==> src/rtl/alarm_pkg.sv <==
// Shared types and constants for the alarm clock mode sequencer.
// Imported by alarm_mode_ctrl and its testbench.
package alarm_pkg;

    typedef enum logic [2:0] {
        ST_RUN       = 3'd0,
        ST_SET_TIME  = 3'd1,
        ST_SET_ALARM = 3'd2,
        ST_RINGING   = 3'd3,
        ST_SNOOZE    = 3'd4
    } state_t;

    localparam logic DISP_TIME  = 1'b0;
    localparam logic DISP_ALARM = 1'b1;

    localparam int RING_SEC_DEF   = 60;
    localparam int SNOOZE_SEC_DEF = 300;

endpackage

==> src/rtl/sec_down_counter.sv <==
// Loadable seconds down-counter, decrements on the 1 Hz tick, saturates at 0.
// o_zero_next flags the tick that takes the count from 1 to 0.
module sec_down_counter #(
    parameter int W = 9
) (
    input  logic         i_clk,
    input  logic         i_reset,
    input  logic         i_load,
    input  logic [W-1:0] i_load_val,
    input  logic         i_tick,
    output logic [W-1:0] o_count,
    output logic         o_zero_next
);

    logic [W-1:0] r_count;

    // Load has priority, so a tick on the load cycle is not counted.
    always_ff @(posedge i_clk) begin
        if (i_reset) begin
            r_count <= '0;
        end else if (i_load) begin
            r_count <= i_load_val;
        end else if (i_tick && (r_count != '0)) begin
            r_count <= r_count - 1'b1;
        end
    end

    assign o_count     = r_count;
    assign o_zero_next = i_tick && (r_count == W'(1));

endmodule

==> src/rtl/alarm_mode_ctrl.sv <==
// Mode sequencer: button routing, display select, alarm match,
// and the ring / snooze / dismiss sequence.
module alarm_mode_ctrl
    import alarm_pkg::*;
#(
    parameter int RING_SEC   = RING_SEC_DEF,
    parameter int SNOOZE_SEC = SNOOZE_SEC_DEF
) (
    input  logic       i_clk,
    input  logic       i_reset,
    input  logic       i_tick_1hz,
    input  logic       i_mode_btn,
    input  logic       i_snooze_btn,
    input  logic       i_alarm_arm,
    input  logic [5:0] i_time_hour,
    input  logic [5:0] i_time_min,
    input  logic [5:0] i_alarm_hour,
    input  logic [5:0] i_alarm_min,
    output logic       o_time_load_en,
    output logic       o_alarm_load_en,
    output logic       o_disp_sel,
    output logic       o_buzzer,
    output logic       o_blink,
    output logic [2:0] o_state_dbg
);

    localparam int MAX_SEC = (RING_SEC > SNOOZE_SEC) ? RING_SEC : SNOOZE_SEC;
    localparam int CW      = $clog2(MAX_SEC + 1);

    state_t          r_state;
    state_t          w_next;
    logic            r_match_q;
    logic            r_blink;
    logic            w_match;
    logic            w_trig;
    logic            w_load;
    logic [CW-1:0]   w_load_val;
    logic [CW-1:0]   w_count;
    logic            w_zero_next;
    logic            w_expire;
    logic            w_dismiss;
    logic            w_blink_st;

    assign w_match   = (i_time_hour == i_alarm_hour) &&
                       (i_time_min == i_alarm_min);
    assign w_trig    = w_match && !r_match_q && i_alarm_arm;
    assign w_dismiss = i_mode_btn || !i_alarm_arm;
    assign w_expire  = w_zero_next && (w_count != '0);

    sec_down_counter #(.W(CW)) u_cnt (
        .i_clk       (i_clk),
        .i_reset     (i_reset),
        .i_load      (w_load),
        .i_load_val  (w_load_val),
        .i_tick      (i_tick_1hz),
        .o_count     (w_count),
        .o_zero_next (w_zero_next)
    );

    // State register and match history; match_q resets high so a
    // match already present at reset does not ring.
    always_ff @(posedge i_clk) begin
        if (i_reset) begin
            r_state   <= ST_RUN;
            r_match_q <= 1'b1;
        end else begin
            r_state   <= w_next;
            r_match_q <= w_match;
        end
    end

    // Next-state logic and counter load requests.
    always_comb begin
        w_next     = r_state;
        w_load     = 1'b0;
        w_load_val = CW'(RING_SEC);
        unique case (r_state)
            ST_RUN: begin
                if (w_trig) begin
                    w_next = ST_RINGING;
                    w_load = 1'b1;
                end else if (i_mode_btn) begin
                    w_next = ST_SET_TIME;
                end
            end
            ST_SET_TIME: begin
                if (i_mode_btn) w_next = ST_SET_ALARM;
            end
            ST_SET_ALARM: begin
                if (i_mode_btn) w_next = ST_RUN;
            end
            ST_RINGING: begin
                if (w_dismiss) begin
                    w_next = ST_RUN;
                end else if (i_snooze_btn) begin
                    w_next     = ST_SNOOZE;
                    w_load     = 1'b1;
                    w_load_val = CW'(SNOOZE_SEC);
                end else if (w_expire) begin
                    w_next = ST_RUN;
                end
            end
            ST_SNOOZE: begin
                if (w_dismiss) begin
                    w_next = ST_RUN;
                end else if (w_expire) begin
                    w_next = ST_RINGING;
                    w_load = 1'b1;
                end
            end
            default: w_next = ST_RUN;
        endcase
    end

    // Blink toggles on ticks in the editing and ringing states and is
    // cleared on every state change.
    always_comb begin
        w_blink_st = (r_state == ST_SET_TIME) ||
                     (r_state == ST_SET_ALARM) ||
                     (r_state == ST_RINGING);
    end

    // Blink toggle flop.
    always_ff @(posedge i_clk) begin
        if (i_reset) begin
            r_blink <= 1'b0;
        end else if (w_next != r_state) begin
            r_blink <= 1'b0;
        end else if (!w_blink_st) begin
            r_blink <= 1'b0;
        end else if (i_tick_1hz) begin
            r_blink <= ~r_blink;
        end
    end

    // Moore output decode from the state register.
    always_comb begin
        o_time_load_en  = 1'b0;
        o_alarm_load_en = 1'b0;
        o_disp_sel      = DISP_TIME;
        o_buzzer        = 1'b0;
        unique case (r_state)
            ST_SET_TIME:  o_time_load_en = 1'b1;
            ST_SET_ALARM: begin
                o_alarm_load_en = 1'b1;
                o_disp_sel      = DISP_ALARM;
            end
            ST_RINGING:   o_buzzer = 1'b1;
            default:      ;
        endcase
    end

    assign o_blink     = r_blink;
    assign o_state_dbg = r_state;

endmodule

==> config.mk <==
export PLATFORM = sky130hd
export DESIGN_NAME = alarm_mode_ctrl
export DESIGN_NICKNAME = d
export VERILOG_FILES = /design/src/rtl/alarm_pkg.sv /design/src/rtl/sec_down_counter.sv /design/src/rtl/alarm_mode_ctrl.sv
export SDC_FILE = /design/constraint.sdc
export NUM_CORES = 1
export LEC_CHECK = 0
export CAP_MARGIN = 20
export CORE_UTILIZATION = 50
export CTS_BUF_LIST = sky130_fd_sc_hd__clkbuf_8
export DETAILED_ROUTE_END_ITERATION = 12
export PLACE_DENSITY = 0.87
export SYNTH_ARGS = -nofsm -noshare
export SYNTH_HDL_FRONTEND = slang
export SYNTH_SLANG_ARGS = --single-unit
==> constraint.sdc <==
create_clock -name i_clk -period 2.56 [get_ports i_clk]
set_input_delay 0.64 -clock i_clk [delete_from_list [all_inputs] [get_ports i_clk]]
set_output_delay 0.64 -clock i_clk [all_outputs]
set_load 0.03 [all_outputs]
==> reports/qor.txt <==
Asr flop ratio synth -> 0%
Clk root buf -> clkbuf_8
1st-iter DRT viols -> 37
Crit path DAT -> 1790 ps
Worst-margin pin slew -> 431 ps
Worst Hold Class -> reg -> reg
Cell count of the worst hold path -> 3
Drt pass-1 iters -> 4
Flops & latches, synth -> 14
Drt drc -> 0
Mapped Area -> 1100 µm²
Gate power share -> 57.0%
Total Routing Usage GR -> 24.8%
Setup TNS -> 0 ps
Main synth FF type -> dfxtp_1
# port buffers -> 37
Die width -> 49.0 µm
Initial Util -> 54.6%
Post-Syn Instances -> 118
Critical path peak fanout -> 12
Boundary pin count -> 38
Die ar. -> 2400 µm²
WHS Endpoint -> o_blink$_SDFFE_PP0P_
Setup bufs post-CTS -> 0
First-pass GRT wire length -> 4550 µm
Power per Cell Area -> 838 nW/µm²
Final hold violations -> 0
Area Overhead vs Synth -> 40.1%
Placer Congestion -> 0.912
Cts bufs inserted -> 3
Die Ht -> 49.0 µm
Syn Nets -> 151
Hpwl dp -> 1980 µm
Congestion Overflow GR -> 0
Clock Latency Late Sink -> 240 ps
Top post-synthesis cells by area -> dfxtp_1 25%, xor2_1 10%, a31oi_1 4.5%, xnor2_1 4.0%, ha_1 3.4%
Startpoint types -> register
N_diodes -> 0
Req. time, crit path -> 1920 ps
Routed WL -> 2560 µm
Synth cell types -> 46
R2R depth -> 6
Core footprint -> 2020 µm²
Period Utilization, post-route -> 94.8%
Clk buf depth -> 2
Post-synthesis sequential area ratio -> 25.4%
Fmax -> 412 MHz
Unrepaired setup endpoints after global routing -> false
Via count -> 1095
Worst Hold Launch -> o_blink$_SDFFE_PP0P_
Synth warnings -> 0
NetSw -> 529 µW
Peak supply drop -> 0.501 mV
Post-DR wirelength/cell -> 14.1 µm
# fillers -> 136
Worst Skew -> 0.409 ps
Max-slew violations -> 0
Yosys top cell area share -> 25.4%
ANT nets after route -> 0
Most area-hungry cell type in the Yosys netlist -> dfxtp_1
WS Path Type -> reg -> out
Clock share of power -> 14.0%
H-tree levels -> 1
Final net count -> 190
Number of synthesized flops with an enable pin -> 0
P_leak -> 0.571 nW
Number of global-route vias before repair -> 1057
Outcome -> finished clean
Reg-to-reg critical path startpoint -> u_cnt.o_count[0]$_SDFFE_PP0P_
# hold bufs at CTS -> 0
Period minus WS final -> 2430 ps
Antenna violations before repair -> 0
Largest net degree at the start of global routing -> 14
Net Sw Frac -> 40.8%
Rows -> 16
Via-per-instance ratio -> 6.02
Register-to-Register Setup Slack -> 510 ps
R2r endpoint -> u_cnt.o_count[1]$_SDFFE_PP0P_
# setup viols final -> 0
Mean post-synth cell area -> 9.35 µm²
Final core occ -> 76.5%
Int Pwr -> 767 µW
Setup crit end kind -> output pin
CTS resizes -> 0
TritonCTS clock tree -> yes
Max Cap Violations -> 0
CTS Sinks -> 14
Layout cells sized above 1 -> 14.8%
Worst slew margin -> 71.3%
Worst-path clk slew -> 60 ps
Sequential fraction of design power -> 29.0%
==> kinds of logic (layout without fill, tap and decap cells) <==
kind of cell | Yosys count | in the layout | share of synthesized area (%)
AOI/OAI and AO/OA | 25 | 25 | 17.5
xor gates and xnor gates | 18 | 18 | 14.3
adders and majority gates | 3 | 3 | 3.40
buffers and inverters | 12 | 49 | 5.10
DFF | 14 | 14 | 25.4
muxes | 4 | 4 | 3.85
and+or+nand+nor | 42 | 42 | 30.5
==> state kept, by name, summed over array words and instances (netlist names) <==
register	flops
u_cnt.o_count	9
o_state_dbg	3
o_blink	1
r_match_q	1
==> power groups by stage <==
| stage | Clock (mW) | Sequential (mW) | Combinational [mW] |
|---|---|---|---|
| 3_5_place_dp | 0 | 0.376 | 0.737 |
| 2_1_floorplan | 0 | 0.358 | 0.567 |
| 6_report | 0.181 | 0.376 | 0.739 |
| 3_3_place_gp | 0 | 0.373 | 0.703 |
| 5_1_grt | 0.192 | 0.385 | 0.813 |
| 4_1_cts | 0.183 | 0.372 | 0.740 |
==> layer usage <==
layer | track usage, % | up-vias | wire (µm)
met1 | 30.2 | 504 | 1090
met4 | 14.2 | 0 | 53
met2 | 40.3 | 55 | 1230
li1 | - | 531 | -
met5 | 0 | - | 0
met3 | 4.98 | 5 | 187
==> synthesized netlist by cell type, types with 3 or more instances <==
cell type and count:
xnor2_1 5, nor3_1 3, a21oi_1 5, nor4_1 5
nand4b_1 3, dfxtp_1 14, clkbuf_1 4, a31oi_1 8
nor3b_1 4, and3b_1 3, inv_1 5, ha_1 3
xor2_1 13
==> worst max-delay path by stage <==
stage	startpoint	endpoint	slack, ps	cells after the start
global route	o_state_dbg[0]$_SDFF_PP0_	o_time_load_en	60	2
CTS	o_state_dbg[1]$_SDFF_PP0_	o_alarm_load_en	130	2
detailed placement	i_tick_1hz	u_cnt.o_count[7]$_SDFFE_PP0P_	90	5
global placement	i_tick_1hz	u_cnt.o_count[6]$_SDFFE_PP0P_	130	5
floorplan	o_state_dbg[0]$_SDFF_PP0_	o_time_load_en	280	2
finish	o_state_dbg[1]$_SDFF_PP0_	o_alarm_load_en	130	2
==> per-stage QoR <==
| step | cell area (µm²) | setup WS, ps | instances | hold slack, ps | power [mW] |
|---|---|---|---|---|---|
| final | 1550 | 133 | 182 | 572 | 1.30 |
| after global routing | 1550 | 55.7 | 182 | 609 | 1.39 |
| after CTS | 1550 | 129 | 182 | 575 | 1.30 |
| after detailed placement | 1510 | 92.9 | 179 | 563 | 1.11 |
| after global placement | 1510 | 128 | 179 | 558 | 1.08 |
| after floorplan | 1110 | 276 | 118 | 556 | 0.925 |
==> worst max-delay path: stages, from the launching register on <==
cell and delay [ps]:
dfxtp_1 550, nor3b_2 290, clkdlybuf4s50_1 710
==> area by class of cell <==
cell class | count | area, µm² | area share, %
sequential | 14 | 280 | 18.1
clock buffer | 3 | 41.3 | 2.67
tap | 27 | 33.8 | 2.18
multi-input combinational | 92 | 772 | 49.9
timing repair buffer | 41 | 400 | 25.9
inverter | 5 | 18.8 | 1.21
==> placed cells by master (no fill, tap or decap), types with 2 or more instances in the layout <==
master	count
clkdlybuf4s50_1	37
dfxtp_1	14
xor2_1	13
a31oi_1	8
inv_1	5
xnor2_1	5
nor4_1	5
a21oi_1	5
buf_4	4
nor3b_1	3
and3b_1	3
nor3b_2	3
nor3_1	3
nand4b_1	3
ha_1	3
clkbuf_8	3
nand4_1	2
or3_1	2
nor4b_1	2
nand2b_1	2
mux2_2	2
or2_2	2
o21ai_0	2
a211oi_1	2
mux2i_1	2
Note: power is estimated with default switching activity, not from simulation.
==> edit (same flow settings) <==
Set the package constant `RING_SEC_DEF` to 30 (it was 60).
--- a/src/rtl/alarm_pkg.sv
+++ b/src/rtl/alarm_pkg.sv
@@ -15,3 +15,3 @@
 
-    localparam int RING_SEC_DEF   = 60;
+    localparam int RING_SEC_DEF   = 30;
     localparam int SNOOZE_SEC_DEF = 300;
Function: no difference found for any inputs over 10 cycles, from zero or initial values and one cycle with i_reset high; that may be too few to reach the edited logic, so the function may still have changed.
==> edit against the unedited design <==
Sequential cell count unchanged. Hold slack improved by 0.041 ns. Largest power group unchanged. Wire length increased by 9.5%. Power decreased by 10%. Combinational power decreased by 21%. Cell count increased by 7.7%. Final area decreased by 0.97%. Area after synthesis decreased by 6.0%. Worst setup slack improved by 0.047 ns. First-iteration DRC count increased by 27%. Count of clock-buffer cells in the layout increased by 1. Via count increased by 5.8%.
==> edit: results (changes against the unedited design) <==
- The met1 wire length is 1.05 mm (-3.1%).
- Largest net degree at the start of global routing: 12 (-2)
- The wire length of the first global-routing pass was 4.29 mm (-5.8%).
- Xor/xnor cell area share of the yosys netlist: 0.160 (+0.0176)
* Number of fill cells in the layout: 147 (+8.1%)
- Yosys attributes the largest share of cell area to dfxtp_1, xnor2_1, xor2_1.
* Wire length on met2: 1.46 mm (+19%)
* Worst Hold Margin: 0.613 ns (+0.0407 ns)
* Clock network fraction of total power: 0.190 (+0.050)
- The final weighted congestion in routability-driven placement was 0.859 (-5.7%).
- The fraction of the mapped netlist area in adder cells was 0.0362 (+0.00217).
- Relative slew slack: 0.648 (-0.0648)
- Iteration-0 DRC Markers: 47 (+27%)
* Compound-cell area share of the yosys netlist: 0.136 (-0.0383)
- The reported sequential group power is 0.000355 W (-5.6%).
- Worst-case register-to-register setup slack: 0.34 ns (-0.17 ns)
- The setup slack at placement is 0.0885 ns (-0.00439 ns).
- Setup clock skew after layout: 0.00138 ns (+0.000968 ns)
- Static leakage: 0.579 nW (+1.4%)
- The fraction of the yosys area taken by sequential cells is 0.270 (+0.0162).
- The commonest cells after synthesis are dfxtp_1, a21oi_1, xnor2_1, nor2_1, nand2_1.
* Arrival time of the worst setup path: 1.74 ns (-0.05 ns)
- Result of the run: finished, final reports clean
- The worst hold path begins at u_cnt.o_count[8]$_SDFFE_PP0P_.
* Mux contribution to synthesized area: 0.00965 (-0.0289)
* Avg Vias per Cell: 5.91 (-1.8%)
- The worst supply voltage drop on vdd is 0.377 mV (-25%).
- The number of cells on the worst reg-to-reg path was 8 (+2).
- The sum of met3 wire segment lengths after detailed routing came to 215 µm (+15%).
- Worst reg2reg path endpoint: u_cnt.o_count[5]$_SDFFE_PP0P_
* Library cells used by synthesis: 44 (-4.3%)
- Worst Hold Depth: 2 (-1)
[edit: final cells by class]
type	count	area share
Sequential cell	14	0.183
Multi-Input combinational cell	101	0.461
Tap cell	27	0.0221
Timing Repair Buffer	47	0.291
Inverter	3	0.00735
Clock buffer	4	0.0359
[edit: stage by stage]
stage / power (W) / utilization / std cells
finish: 0.00116 / 0.781 / 196
global route: 0.00124 / 0.781 / 196
CTS: 0.00116 / 0.781 / 196
detailed placement: 0.000930 / 0.753 / 192
global placement: 0.000901 / 0.753 / 192
floorplan: 0.000757 / - / 125
[edit: kinds of logic (layout without fill, tap and decap cells)]
kind of cell,after synthesis,in the layout
adders and majority gates,3,3
AOI/OAI and AO/OA,22,22
DFF,14,14
xor gates and xnor gates,19,19
buffers and inverters,10,54
muxes,1,1
and+or+nand+nor,56,56
[edit: routing by layer]
metal	track usage	vias up
li1	-	546
met1	0.289	535
met2	0.488	68
met3	0.0679	9
met4	0.144	0
met5	0	-
